File: config.mk
export PLATFORM = sky130hd
export DESIGN_NAME = lpad_elp_tracker
export DESIGN_NICKNAME = d
export VERILOG_FILES = /design/src/rtl/config_pkg.sv /design/src/rtl/lpad_elp_tracker.sv
export SDC_FILE = /design/constraint.sdc
export NUM_CORES = 1
export LEC_CHECK = 0
export ABC_AREA = 1
export CORE_ASPECT_RATIO = 2
export CORE_MARGIN = 4
export CORE_UTILIZATION = 33
export CTS_CLUSTER_DIAMETER = 150
export CTS_CLUSTER_SIZE = 12
export DETAILED_ROUTE_END_ITERATION = 8
export GPL_TIMING_DRIVEN = 0
export PLACE_DENSITY_LB_ADDON = 0.2
export RECOVER_POWER = 25
export SLEW_MARGIN = 20
export SYNTH_ARGS = -nofsm -noshare
export SYNTH_HDL_FRONTEND = slang
export SYNTH_SLANG_ARGS = --single-unit
File: constraint.sdc
create_clock -name clk_i -period 1.51 [get_ports clk_i]
set_input_delay 0.302 -clock clk_i [delete_from_list [all_inputs] [get_ports clk_i]]
set_output_delay 0.302 -clock clk_i [all_outputs]
set_load 0.03 [all_outputs]
File: src/rtl/config_pkg.sv
// Minimal core-configuration package: only the fields the landing-pad
// tracker needs. A full core build provides the complete version.
package config_pkg;

  typedef struct packed {
    int unsigned XLEN;
  } cva6_cfg_t;

  localparam cva6_cfg_t cva6_cfg_empty = '{XLEN: 64};

endpackage

File: src/rtl/lpad_elp_tracker.sv
// Zicfilp expected-landing-pad tracker on the commit side.
// It arms ELP on a committed non-exempt indirect jump and latches the x7 label.
// The next commit must be a matching LPAD, otherwise a software-check fault is
// raised and commit is stalled until trap entry. ELP is saved on trap entry and
// restored on xRET.
module lpad_elp_tracker #(
  parameter config_pkg::cva6_cfg_t CVA6Cfg    = config_pkg::cva6_cfg_empty,
  parameter int unsigned           LabelWidth = 20
) (
  input  logic                         clk_i,
  input  logic                         rst_i,
  input  logic                         xlpad_en_i,
  input  logic                         debug_mode_i,
  input  logic                         commit_valid_i,
  output logic                         commit_ready_o,
  input  logic                         commit_is_ijump_i,
  input  logic [4:0]                   commit_rs1_i,
  input  logic [LabelWidth-1:0]        commit_x7_label_i,
  input  logic                         commit_is_lpad_i,
  input  logic [LabelWidth-1:0]        commit_lpad_label_i,
  input  logic                         trap_taken_i,
  input  logic                         xret_i,
  input  logic                         pelp_restore_i,
  output logic                         elp_o,
  output logic [LabelWidth-1:0]        expected_label_o,
  output logic                         pelp_o,
  output logic                         lp_fault_valid_o,
  output logic [CVA6Cfg.XLEN-1:0]      lp_fault_cause_o,
  output logic [CVA6Cfg.XLEN-1:0]      lp_fault_tval_o
);

  localparam int unsigned XLEN = CVA6Cfg.XLEN;

  typedef enum logic [1:0] {
    S_IDLE,
    S_EXPECT,
    S_FAULT
  } state_e;

  state_e                state_q, state_d;
  logic [LabelWidth-1:0] label_q, label_d;
  logic                  pelp_q, pelp_d;

  logic c_ev;
  logic rs1_exempt;
  logic lpad_match;

  // Outputs come straight from registers, so nothing on the commit inputs
  // reaches elp_o in the same cycle.
  assign commit_ready_o   = (state_q != S_FAULT);
  assign elp_o            = (state_q != S_IDLE);
  assign lp_fault_valid_o = (state_q == S_FAULT);
  assign expected_label_o = label_q;
  assign pelp_o           = pelp_q;
  assign lp_fault_cause_o = XLEN'(18);
  assign lp_fault_tval_o  = XLEN'(2);

  assign c_ev       = commit_valid_i && commit_ready_o;
  assign rs1_exempt = (commit_rs1_i == 5'd1) || (commit_rs1_i == 5'd5) ||
                      (commit_rs1_i == 5'd7);
  assign lpad_match = commit_is_lpad_i &&
                      ((commit_lpad_label_i == '0) || (commit_lpad_label_i == label_q));

  // Next-state: trap entry beats xRET, which beats any commit in the same cycle.
  always_comb begin
    state_d = state_q;
    label_d = label_q;
    pelp_d  = pelp_q;
    if (trap_taken_i) begin
      pelp_d  = elp_o;
      state_d = S_IDLE;
    end else if (xret_i) begin
      state_d = (pelp_restore_i && xlpad_en_i) ? S_EXPECT : S_IDLE;
    end else begin
      unique case (state_q)
        S_IDLE: begin
          if (c_ev && commit_is_ijump_i && !rs1_exempt && xlpad_en_i && !debug_mode_i) begin
            state_d = S_EXPECT;
            label_d = commit_x7_label_i;
          end
        end
        S_EXPECT: begin
          // Disabling landing pads abandons the expectation even if a
          // commit arrives in the same cycle.
          if (!xlpad_en_i) begin
            state_d = S_IDLE;
          end else if (c_ev) begin
            state_d = lpad_match ? S_IDLE : S_FAULT;
          end
        end
        S_FAULT: state_d = S_FAULT;
        default: state_d = S_IDLE;
      endcase
    end
  end

  // State, label and saved-ELP registers with synchronous reset.
  always_ff @(posedge clk_i) begin
    if (rst_i) begin
      state_q <= S_IDLE;
      label_q <= '0;
      pelp_q  <= 1'b0;
    end else begin
      state_q <= state_d;
      label_q <= label_d;
      pelp_q  <= pelp_d;
    end
  end

endmodule

== Yosys cells after proc, flatten, opt, wreduce, memory -nomap -nowiden ==
Cells that the tools add are included.
Cells by class
  bitwise gates (word level): 2
  multiplexer cells: 7
  reduce and logical (&&, ||, !) cells: 18
  equality and inequality tests: 9
Operators with widths (count)
  $eq 20x20->1: 1
  $logic_not 20->1: 1
  $eq 5x3->1 const B: 2
  $mux 2: 5
  $logic_and 1x1->1: 7
  $pmux 2 s3: 1
  $eq 5x1->1 const B: 1
  $ne 4x4->1 const B: 1
  $reduce_and 4->1: 1
  $logic_or 1x1->1: 3
  $ne 3x3->1 const B: 1
  $eq 2x1->1 const B: 1
  $eq 2x2->1 const B: 1
  $logic_not 1->1: 2
  $logic_not 2->1: 1
  $ne 2x2->1 const B: 1
  $not 1->1: 2
  $reduce_and 2->1: 1
  $reduce_bool 2->1: 1
  $reduce_or 2->1: 1
  $mux 1: 1
Storage, ports and cells
  input port bits: 55
  register bits after elaboration: 23
  word-level logic and storage cells: 39

== Logic depth before layout (Yosys ltp) ==
  depth in word-level cells: 10
  gate-level depth with buffers: 13
  depth with buffers taken out: 13

== Least setup slack after synthesis ==
Ideal clock, no wire load.
  path kind: register -> register
  start: register state_q[1]
  end: register label_q[15], in the netlist expected_label_o[15]
  slack: 0.020 ns
  data required time: 1.444 ns
  setup time: 0.066 ns
  cell stages (with the launch flop): 10
  period minus slack after synthesis: 1.490 ns
  data arrival time: 1.423 ns
  buffers on the path: 1
  path through: dfxtp_1 inv_1 nor2_2 inv_2 nand2_2 nor3_4 nand4_4 buf_6 o21ai_2 a21oi_2
On the way
  word-level cells in the longest chain between the ends: 7
  elaborated cells between the ends (all ways): 8
Ends and longest elaborated chain
  start, declared: RTL line lpad_elp_tracker.sv:40  | state_e state_q, state_d;
  start signal, assigned: RTL line lpad_elp_tracker.sv:104  | state_q <= state_d;
  $ne 2x2->1: RTL line lpad_elp_tracker.sv:50  | assign commit_ready_o = (state_q != S_FAULT);
  net commit_ready_o: RTL line lpad_elp_tracker.sv:15  | output logic commit_ready_o,
  $logic_and 1x1->1: RTL line lpad_elp_tracker.sv:58  | assign c_ev = commit_valid_i && commit_ready_o;
  $logic_and 1x1->1 (4 in series): RTL line lpad_elp_tracker.sv:77  | if (c_ev && commit_is_ijump_i && !rs1_exempt && xlpad_en_i && !debug_mode_i) begin
  $reduce_and 4->1 (no source line)
  end signal, assigned: RTL line lpad_elp_tracker.sv:105  | label_q <= label_d;
  end, declared: RTL line lpad_elp_tracker.sv:41  | logic [LabelWidth-1:0] label_q, label_d;
The timed path passes the listed nets, and every way through them passes these cells.
A chain may end at the register's enable or synchronous reset.

== Worst setup path in the final report ==
  start: input commit_rs1_i[1]
  end: register label_q[5], in the netlist expected_label_o[5]
On the way
  word-level cells in the longest chain between the ends: 8
  elaborated cells between the ends (all ways): 10
Ends and longest elaborated chain
  start, declared: RTL line lpad_elp_tracker.sv:17  | input logic [4:0] commit_rs1_i,
  $eq 5x1->1 / $eq 5x3->1 (equally long branches): RTL line lpad_elp_tracker.sv:59  | assign rs1_exempt = (commit_rs1_i == 5'd1) || (commit_rs1_i == 5'd5) ||
  $logic_or 1x1->1: RTL line lpad_elp_tracker.sv:59
  $logic_or 1x1->1 (*): RTL line lpad_elp_tracker.sv:59
  $logic_not 1->1 (*): RTL line lpad_elp_tracker.sv:77
  $logic_and 1x1->1 (*) (3 in series): RTL line lpad_elp_tracker.sv:77
  $reduce_and 4->1 (no source line) (*)
Mark *: on every way between the ends. The rest lies on a longest branch, timed or not.

==> run_results.csv <==
group,metric,value,unit
finish,drive_gt1_share,35.23,%
finish,num-fill-cells,745,
synth,synth_edf_count,0,
synth,syn_area,0.002432,mm²
die,fp.coreArea,0.007212,mm²
detailed_routing,via_per_inst,3.627,
finish,fin_area,0.004096,mm²
die,initial_core_util,33.73,%
placed_design,place_congestion,0.7631,
sta,tns,0,ns
sta,slew_viol_final,0,
finish,area_delta_synth_final,68.42,%
placed_design,port_buffers,78,
die,die_area,0.008891,mm²
global_route,grt_max_degree,13,
synth,yosysWarnings,0,
worst_setup_path,worstSetupPathType,"primary input to register",
power,max-vdd-ir-drop,0.0003476,V
die,die_h,129.4,µm
run_status,status,"complete, no violations",
sta,final.min_clock_period,1.507,ns
cts,clk_latency,0.26,ns
cts,clockBufferDepth,2,
finish,fin_util,56.80,%
global_route,grt_pass1_wl,9446,µm
cts,cts_tree,"yes",
cts,cts.sinks,23,
synth,yosysTopAreaCell,"buf_4",
detailed_routing,wl_per_cell,10.60,µm
worst_setup_path,required,1.67,ns
synth,yosys.area.top_type_share,39.51,%
sta,report.final.hold_viol_count,0,
finish,antenna_cells,0,
global_route,grt_pass1_vias,2149,
sta,fin_worst_skew,0.006105,ns
power,finalPower,2.257,mW
global_route,grt_usage,13.96,%
synth,yosys-top-cells-count,"128 x buf_4, 66 x nand2_1, 43 x inv_1",
finish,multi_input_area,0.001394,mm²
flow_run,maxCapViolations,0,
die,ios,207,
finish,regArea,466.7,µm²
detailed_routing,drt_pass1_iterations,6,
cts,clock_tree.root_cell,"clkbuf_16",
synth,netlist_instances,351,
detailed_routing,ant_nets,0,
detailed_routing,drt-initial-drc-count,35,
global_route,antenna_found_initial,0,
synth,synth.distinct_cells,27,
sta,setup_viol,0,
die,die_x,68.71,µm
worst_setup_path,start_kind,"primary input",
global_route,grt_overflow,0,
finish,fin_nets,618,
sta,max_freq,663.5,MHz
detailed_routing,dr_total_vias,2372,
placed_design,place_hpwl,6061,µm
cts,hold_buffers,0,
power,power.density,550.9,mW/mm²
placed_design,placed_cell_area,0.003801,mm²
synth,synthFlopType,"dfxtp_1",
synth,synth.area.top_cells,"buf_4 40%, dfxtp_1 19%, nand2_1 10%",
cts,cts_made_buffers,3,
power,cellLeakagePower,2.428,nW
worst_setup_path,crit_path_end_kind,"register",
worst_setup_path,path_max_fanout,6,
cts,clkTransAtPathRegs,0.06,ns
min_path,min_path_type,"primary input to register",
die,rows,44,
sta,rsz0062_at_grt,"yes",
synth,ys_seq_area_share,18.93,%
detailed_routing,wirelength,6935,µm
worst_setup_path,cp_data_arrival_time,1.66,ns
sta,holdWs,0.4531,ns
synth,yosysMostFrequentCell,"buf_4",
synth,synth_seq_cells,23,
synth,synthArstFlopShare,0,%
cts,cts_max_level,1,
detailed_routing,drc,0,
synth,syn_avg_cell_area,6.930,µm²
sta,fin_crit_sh,99.82,%
[sequential cells by signal, summed over array words and instances, names as in the netlist]
name and flops:
state_q 2, expected_label_o 20, pelp_o 1
[area by class of cell]
cell class	instances	share of cell area, %
multi-input combinational	275	34.03
buffer	134	25.11
timing repair buffer	81	20.62
sequential	23	11.39
inverter	45	4.123
tap	92	2.810
clock buffer	4	1.924
[cell families after synthesis]
logic type | Yosys count | share of synthesized area (%)
other cells | 2 | 0.3088
simple gates | 99 | 17.90
buf+inv | 179 | 48.66
compound gates | 47 | 13.84
flops | 23 | 18.93
xor+xnor | 1 | 0.3601
[cells in the final DEF, fill, tap and decap left out, types with 6 or more instances in the layout]
master / n
o21ai_4: 10
clkdlybuf4s50_1: 33
a21oi_1: 7
conb_1: 128
inv_1: 39
o21ai_2: 11
inv_2: 6
dlygate4sd2_1: 25
dfxtp_1: 18
nand2_1: 65
a21oi_2: 15
buf_4: 130
dlymetal6s2s_1: 18
nor2_1: 14
[timing repair]
| action | CTS | global route |
|---|---|---|
| buffers inserted | 0 | 1 |
| setup endpoints to repair | 36 | 23 |
| cloned | 0 | 2 |
| pin swaps | 3 | 15 |
| gates resized for setup | 35 | 55 |
[routing by layer]
layer | global-route usage, % | up-vias | share of wire, %
li1 | - | 1242 | -
met1 | 10.78 | 1003 | 27
met2 | 29.80 | 122 | 60
met3 | 4.510 | 5 | 12
met4 | 3.563 | 0 | 0.69
met5 | 0 | - | 0
[metrics by stage]
stage	worst slack (ns)	cells
2_1_floorplan	0.02047	477
3_3_place_gp	-0.3038	647
3_5_place_dp	-0.3260	647
4_1_cts	-0.01789	651
5_1_grt	-0.08955	654
6_report	0.002773	654
[critical path, cell delays in order]
cell and delay [ns]:
clkdlybuf4s50_1 0.45, inv_1 0.05, o21ai_2 0.19, nand4_4 0.24, clkbuf_16 0.25, o21ai_4 0.14, a21oi_2 0.04
[path summary, 6_finish.rpt]
check,startpoint,to,slack (ns),depth (start not counted)
worst max-delay path,commit_rs1_i[1],expected_label_o[5],0.003,7
worst min-delay path,xlpad_en_i,state_q[0],0.45,3
worst max register to register,state_q[0],expected_label_o[5],0.01,7
worst min register to register,expected_label_o[10],expected_label_o[10],0.48,2
[power by group]
group | total (mW) | internal [mW] | switching, mW
logic | 1.04 | 0.409 | 0.635
clock network | 0.590 | 0.361 | 0.229
registers | 0.623 | 0.616 | 0.00663
Power figures use the tool's default switching activity.
